**src/rtl/ramp_adc_multi_processing.sv**
```systemverilog
// Multi-channel ramp ADC block averager with a shared scaling multiplier.
// Block sums are snapshotted, then scaled one channel at a time onto a stream.
module ramp_adc_multi_processing #(
    parameter int NUM_CH         = 4,
    parameter int IN_W           = 8,
    parameter int AVG_POWER      = 8,
    parameter int SCALING_FACTOR = 26406,
    parameter int SHIFT_FACTOR   = 19,
    parameter int OUT_W          = 16,
    localparam int ACC_W = IN_W + AVG_POWER,
    localparam int SF_W  = $clog2(SCALING_FACTOR + 1),
    localparam int CH_W  = (NUM_CH > 1) ? $clog2(NUM_CH) : 1
) (
    input  logic                    clk,
    input  logic                    reset_n,
    input  logic                    sample_valid,
    input  logic [NUM_CH*IN_W-1:0]  duty_data,
    input  logic                    scale_en,
    output logic [NUM_CH*ACC_W-1:0] ave_data,
    output logic                    out_valid,
    input  logic                    out_ready,
    output logic [CH_W-1:0]         out_ch,
    output logic [OUT_W-1:0]        out_data,
    output logic                    out_sat,
    output logic                    overrun,
    output logic                    busy
);

    localparam int PROD_W = ACC_W + SF_W;
    localparam int VW     = (PROD_W > OUT_W) ? PROD_W : OUT_W;
    localparam logic [VW-1:0]   MAX_V   = VW'({OUT_W{1'b1}});
    localparam logic [CH_W-1:0] LAST_CH = CH_W'(NUM_CH - 1);

    typedef enum logic [1:0] {IDLE, MULT, SHIFT, EMIT} state_t;

    state_t               state;
    state_t               next_state;
    logic [AVG_POWER-1:0] sample_cnt;
    logic [ACC_W-1:0]     acc  [NUM_CH];
    logic [ACC_W-1:0]     sums [NUM_CH];
    logic                 block_done;
    logic                 capture;
    logic [CH_W-1:0]      ch_idx;
    logic [ACC_W-1:0]     ave_sel;
    logic [PROD_W-1:0]    prod;
    logic [VW-1:0]        v;
    logic                 sat;

    assign block_done = sample_valid && (&sample_cnt);
    assign capture    = block_done && (state == IDLE);
    assign busy       = (state != IDLE);

    // Running block sums including the sample arriving this cycle
    always_comb begin
        for (int k = 0; k < NUM_CH; k++) begin
            sums[k] = acc[k] + ACC_W'(duty_data[k*IN_W +: IN_W]);
        end
    end

    // Accumulators and sample counter; never stall, reload on block completion
    always_ff @(posedge clk or negedge reset_n) begin
        if (!reset_n) begin
            sample_cnt <= '0;
            for (int k = 0; k < NUM_CH; k++) acc[k] <= '0;
        end else if (sample_valid) begin
            sample_cnt <= sample_cnt + 1'b1;
            for (int k = 0; k < NUM_CH; k++) begin
                acc[k] <= block_done ? '0 : sums[k];
            end
        end
    end

    // Snapshot block sums when idle, otherwise flag the dropped block
    always_ff @(posedge clk or negedge reset_n) begin
        if (!reset_n) begin
            ave_data <= '0;
            overrun  <= 1'b0;
        end else begin
            overrun <= block_done && (state != IDLE);
            if (capture) begin
                for (int k = 0; k < NUM_CH; k++) begin
                    ave_data[k*ACC_W +: ACC_W] <= sums[k];
                end
            end
        end
    end

    // FSM state register
    always_ff @(posedge clk or negedge reset_n) begin
        if (!reset_n) state <= IDLE;
        else          state <= next_state;
    end

    // FSM next-state logic
    always_comb begin
        next_state = state;
        unique case (state)
            IDLE:    if (capture) next_state = MULT;
            MULT:    next_state = SHIFT;
            SHIFT:   next_state = EMIT;
            EMIT: begin
                if (out_ready) begin
                    next_state = (ch_idx == LAST_CH) ? IDLE : MULT;
                end
            end
            default: next_state = IDLE;
        endcase
    end

    // Channel pointer walks through the snapshot one handshake at a time
    always_ff @(posedge clk or negedge reset_n) begin
        if (!reset_n) begin
            ch_idx <= '0;
        end else if (capture) begin
            ch_idx <= '0;
        end else if (state == EMIT && out_ready && ch_idx != LAST_CH) begin
            ch_idx <= ch_idx + 1'b1;
        end
    end

    // Select the snapshot word of the current channel
    always_comb begin
        ave_sel = '0;
        for (int k = 0; k < NUM_CH; k++) begin
            if (CH_W'(k) == ch_idx) ave_sel = ave_data[k*ACC_W +: ACC_W];
        end
    end

    // Shared multiplier stage
    always_ff @(posedge clk or negedge reset_n) begin
        if (!reset_n) begin
            prod <= '0;
        end else if (state == MULT) begin
            prod <= scale_en ? PROD_W'(ave_sel) * PROD_W'(SCALING_FACTOR)
                             : PROD_W'(ave_sel);
        end
    end

    // Post-multiply shift and saturation detect
    always_comb begin
        v   = scale_en ? VW'(prod >> SHIFT_FACTOR) : VW'(prod);
        sat = (v > MAX_V);
    end

    // Output registers; held stable while the sink stalls
    always_ff @(posedge clk or negedge reset_n) begin
        if (!reset_n) begin
            out_data  <= '0;
            out_sat   <= 1'b0;
            out_ch    <= '0;
            out_valid <= 1'b0;
        end else begin
            out_valid <= (next_state == EMIT);
            if (state == SHIFT) begin
                out_data <= sat ? '1 : v[OUT_W-1:0];
                out_sat  <= sat;
                out_ch   <= ch_idx;
            end
        end
    end

endmodule

```
**config.mk**
```make
export PLATFORM = sky130hd
export DESIGN_NAME = ramp_adc_multi_processing
export DESIGN_NICKNAME = d
export VERILOG_FILES = /design/src/rtl/ramp_adc_multi_processing.sv
export SDC_FILE = /design/constraint.sdc
export NUM_CORES = 1
export LEC_CHECK = 0
export CAP_MARGIN = 20
export CELL_PAD_IN_SITES_DETAIL_PLACEMENT = 1
export CELL_PAD_IN_SITES_GLOBAL_PLACEMENT = 1
export CORE_MARGIN = 2
export CORE_UTILIZATION = 41
export DETAILED_ROUTE_END_ITERATION = 10
export GPL_TIMING_DRIVEN = 0
export HOLD_SLACK_MARGIN = 0.12
export PLACE_DENSITY_LB_ADDON = 0.1
export SLEW_MARGIN = 20
export SYNTH_ARGS = -nofsm -noshare
export SYNTH_HDL_FRONTEND = slang
export SYNTH_SLANG_ARGS = --single-unit
```
**constraint.sdc**
```tcl
create_clock -name clk -period 6.37 [get_ports clk]
set_input_delay 1.274 -clock clk [delete_from_list [all_inputs] [get_ports clk]]
set_output_delay 1.274 -clock clk [all_outputs]
set_load 0.1 [all_outputs]
```
==> metrics.md <==
| Metric | Value |
|---|---|
| Routed WL | 52780 um |
| CTS tree | done |
| Post-synthesis simple-gate area fraction | 12.68% |
| Period Utilization, post-route | 103.0% |
| First-pass GRT wire length | 79530 um |
| Post-layout nets | 2107 |
| Reg2reg start | ch_idx[0]$_DFFE_PN0P_ |
| Unrepaired setup endpoints after global routing | yes |
| RR Endpoint | prod[25]$_DFFE_PN0N_ |
| Hold_ws | 0.4820 ns |
| Top-area cell type share of the netlist area | 33.08% |
| Switch share | 49.17% |
| Static Leakage | 8.679 nW |
| WL/cell | 22.82 um |
| Mux cell area share after synthesis | 1.955% |
| Largest net degree at the start of global routing | 87 |
| Final Core Density | 54.18% |
| Final WS setup | -0.1916 ns |
| Total CTS buffers | 17 |
| Synth cell count leaders | nand2_1 (199), dfrtp_1 (192), inv_1 (177) |
| Post-synth ARST share | 100.0% |
| Die Ht | 192.2 um |
| Max clock buf depth | 2 |
| I/O pins | 123 |
| Crit. End Element | flop |
| Total power | 8.921 mW |
| Internal power | 4.535 mW |
| Number of enable flip-flop cells after synthesis | 0 |
| Comb pwr share | 67.5% |
| Max IR drop VDD | 575.0 uV |
| Share of post-route cells with drive strength above 1 | 16.25% |
| XOR/XNOR Fraction of Synth Area | 6.150% |
| Mapped Area | 14530 um^2 |
| Die area | 36950 um^2 |
| Largest family of logic cells by synthesized area | adder cells |
| HPWL Detailed | 37690 um |
| Initial antenna violation count | 0 |
| Fmax | 152.4 MHz |
| GR Util All Layers | 28.77% |
| Worst-Margin Slew | 0.9999 ns |
| Yosys reg bits | 192 |
| Netlist cell types | 68 |
| Number of diodes | 0 |
| Setup-failing EPs final | 6 |
| Rows | 68 |
| Failing checks | setup timing |
| Synth warn | 0 |
| GP Congestion | 0.8602 |
| # hold bufs at CTS | 0 |
| Max Cap Viol | 0 |
| Final routed DRC violation total | 0 |
| Max Slew Vio Count | 0 |
| Critical path class | flop to flop |
| Worst setup SP type | flop |
| Setup slack, reg-to-reg | -0.19 ns |
| Synth area leader | dfrtp_1 |
| Clk_lat worst skew | 0.47 ns |
| Initial DRT Pass Iterations | 5 |
| Core footprint | 34710 um^2 |
| Most frequent cell after synthesis | nand2_1 |
| Via/cell ratio | 5.537 |
| Root Buffer | clkbuf_16 |
| Synth Area in Compound Gates | 16.91% |
| Via count | 12806 |
| Initial core utilization | 41.84% |
| Switching power | 4.386 mW |
| Setup Skew | 0.02345 ns |
| Remaining global-route overflow | 0 |
| Clock sink count | 192 |
| H-tree level count | 4 |
| Hold WC Path Type | flop to flop |
| Vias in the first global route | 14077 |
| Area grow syn2layout | 29.49% |
| Clock power frac | 12.5% |
| Period minus WS final | 6.562 ns |
| Worst-case reg-to-reg path depth | 27 |
| Worst setup path end | prod[25]$_DFFE_PN0N_ |
| Antenna-violating nets left | 0 |
| Slew Limit Headroom | 33.13% |
| CP Launch Point | ch_idx[0]$_DFFE_PN0P_ |
| Clock-pin slew on the worst setup and hold paths | 0.08 ns |
| Net Count, Synth | 1876 |
| Die width | 192.2 um |
| Synth top area cells | dfrtp_1 (33%), ha_1 (14%), fa_1 (9.1%), nand2_1 (5.1%), o21ai_0 (5.1%) |
| Initial DRC Count | 540 |
| Sequential area share after synthesis | 33.08% |
| CP Max Fanout | 9 |
| Top FF cell, synth | dfrtp_1 |
| Port Buffers | 121 |
| Outcome | finished, violations left |
| Power per cell area | 474.3 nW/um^2 |
| Syn_area_per_cell | 8.999 um^2 |
| Worst EP arrival | 6.88 ns |
| Post-Synthesis Cells | 1614 |
| Register share of total power | 20.0% |
| Adder-Cell Fraction of Synth Area | 22.79% |
| Hold Vio Cnt, Final | 0 |
| Worst Path Required | 6.69 ns |
[worst min-delay path by stage]
| stage | startpoint | to | slack (ns) | cells past startpoint |
|---|---|---|---|---|
| global placement | prod[1]$_DFFE_PN0N_ | prod[1]$_DFFE_PN0N_ | 0.46 | 2 |
| finish | prod[3]$_DFFE_PN0N_ | prod[3]$_DFFE_PN0N_ | 0.48 | 2 |
| floorplan | sample_cnt[4]$_DFFE_PN0P_ | sample_cnt[4]$_DFFE_PN0P_ | 0.45 | 1 |
| global route | prod[13]$_DFFE_PN0N_ | prod[13]$_DFFE_PN0N_ | 0.51 | 2 |
| detailed placement | prod[13]$_DFFE_PN0N_ | prod[13]$_DFFE_PN0N_ | 0.47 | 2 |
| CTS | prod[13]$_DFFE_PN0N_ | prod[13]$_DFFE_PN0N_ | 0.49 | 2 |
[logic make-up (layout without fill, tap and decap cells)]
family | after synthesis | after routing
AO/OA/AOI/OAI | 400 | 400
XOR/XNOR | 102 | 102
adder cells (fa/ha/maj) | 225 | 225
buffers and inverters | 246 | 490
flip-flops | 192 | 192
multiplexers | 27 | 27
AND/OR/NAND/NOR | 422 | 422
[layer usage]
| layer | track usage, % | share of wire [%] | up-vias | wire [um] |
|---|---|---|---|---|
| met1 | 33.74 | 41 | 6507 | 21580 |
| met3 | 3.782 | 3.2 | 96 | 1680 |
| met2 | 52.42 | 52 | 275 | 27550 |
| li1 | - | - | 5928 | - |
| met5 | 0 | 0 | - | 0 |
| met4 | 12.36 | 3.7 | 0 | 1975 |
[power by group through the flow]
| stage | clock, mW | combinational [mW] | sequential, mW |
|---|---|---|---|
| 6_report | 1.12 | 6.02 | 1.78 |
| 5_1_grt | 1.18 | 6.51 | 1.83 |
| 4_1_cts | 1.13 | 5.71 | 1.78 |
| 3_5_place_dp | 0 | 4.82 | 1.80 |
| 3_3_place_gp | 0 | 4.66 | 1.78 |
| 2_1_floorplan | 0 | 3.13 | 2.21 |
[area by class of cell]
cell class / count / area (um^2)
fillers: 3944 / 15910
multi-input cells: 1176 / 9764
flip-flops and latches: 192 / 4815
repair buffers: 217 / 2053
inverters: 181 / 689.4
well taps: 455 / 569.3
clock buffers: 21 / 450.4
plain buffers: 60 / 340.3
clock inverters: 11 / 126.4
[worst max-delay path, stage by stage (launching register included)]
cell and delay (ns):
dfrtp_2 0.46, buf_6 0.14, ha_4 0.17, buf_12 0.15, clkbuf_16 0.17, a21oi_2 0.18, nor2_1 0.08, a21oi_2 0.22
o21ai_4 0.11, buf_12 0.15, ha_1 0.27, inv_1 0.05, fa_1 0.51, inv_1 0.06, fa_1 0.51, fa_1 0.55
inv_1 0.06, fa_1 0.50, inv_1 0.06, ha_4 0.30, nand3_4 0.09, or3_4 0.35, a2111oi_4 0.42, nor3_4 0.12
o31ai_4 0.24, a31oi_1 0.14, xnor2_1 0.25, o21ai_1 0.09
[timing repair]
| action | in CTS | in global routing |
|---|---|---|
| setup endpoints to repair | 19 | 13 |
| gates cloned | 2 | 1 |
| pin swaps | 67 | 46 |
| resized for setup | 168 | 44 |
| setup buffers | 65 | 24 |
[sequential cells by signal (all words and copies together), names as in the netlist]
signal and flops:
out_ch 2, sample_cnt 8, ch_idx 2, ave_data 64, out_valid 1, out_sat 1, out_data 16, acc 64
prod 31, overrun 1, state 2
[cell usage in the layout, fill, tap and decap left out, types with 16 or more instances in the layout]
cell type / n
nand2_1: 193
dfrtp_1: 184
inv_1: 168
o21ai_0: 138
ha_1: 121
clkdlybuf4s50_1: 120
nor2_1: 89
buf_4: 82
xnor2_1: 73
a21oi_1: 72
fa_1: 64
clkbuf_1: 47
ha_4: 31
nand3_1: 30
xor2_1: 25
a21oi_2: 24
a21o_1: 24
clkbuf_16: 20
a22o_1: 19
o2bb2ai_1: 18
nor3_1: 16
mux2i_1: 16
[per-stage QoR]
step | setup TNS, ns | cells | setup WS (ns) | instance area [um^2]
global placement | -918.69 | 2190 | -5.486 | 16370
detailed placement | -15.07 | 2194 | -1.451 | 16450
finish | -0.8573 | 2313 | -0.1916 | 18810
floorplan | 0 | 1614 | 0.001337 | 14590
CTS | -0.3865 | 2288 | -0.08690 | 18410
global route | -2.194 | 2313 | -0.3645 | 18810
Note: power is estimated with default switching activity, not from simulation.
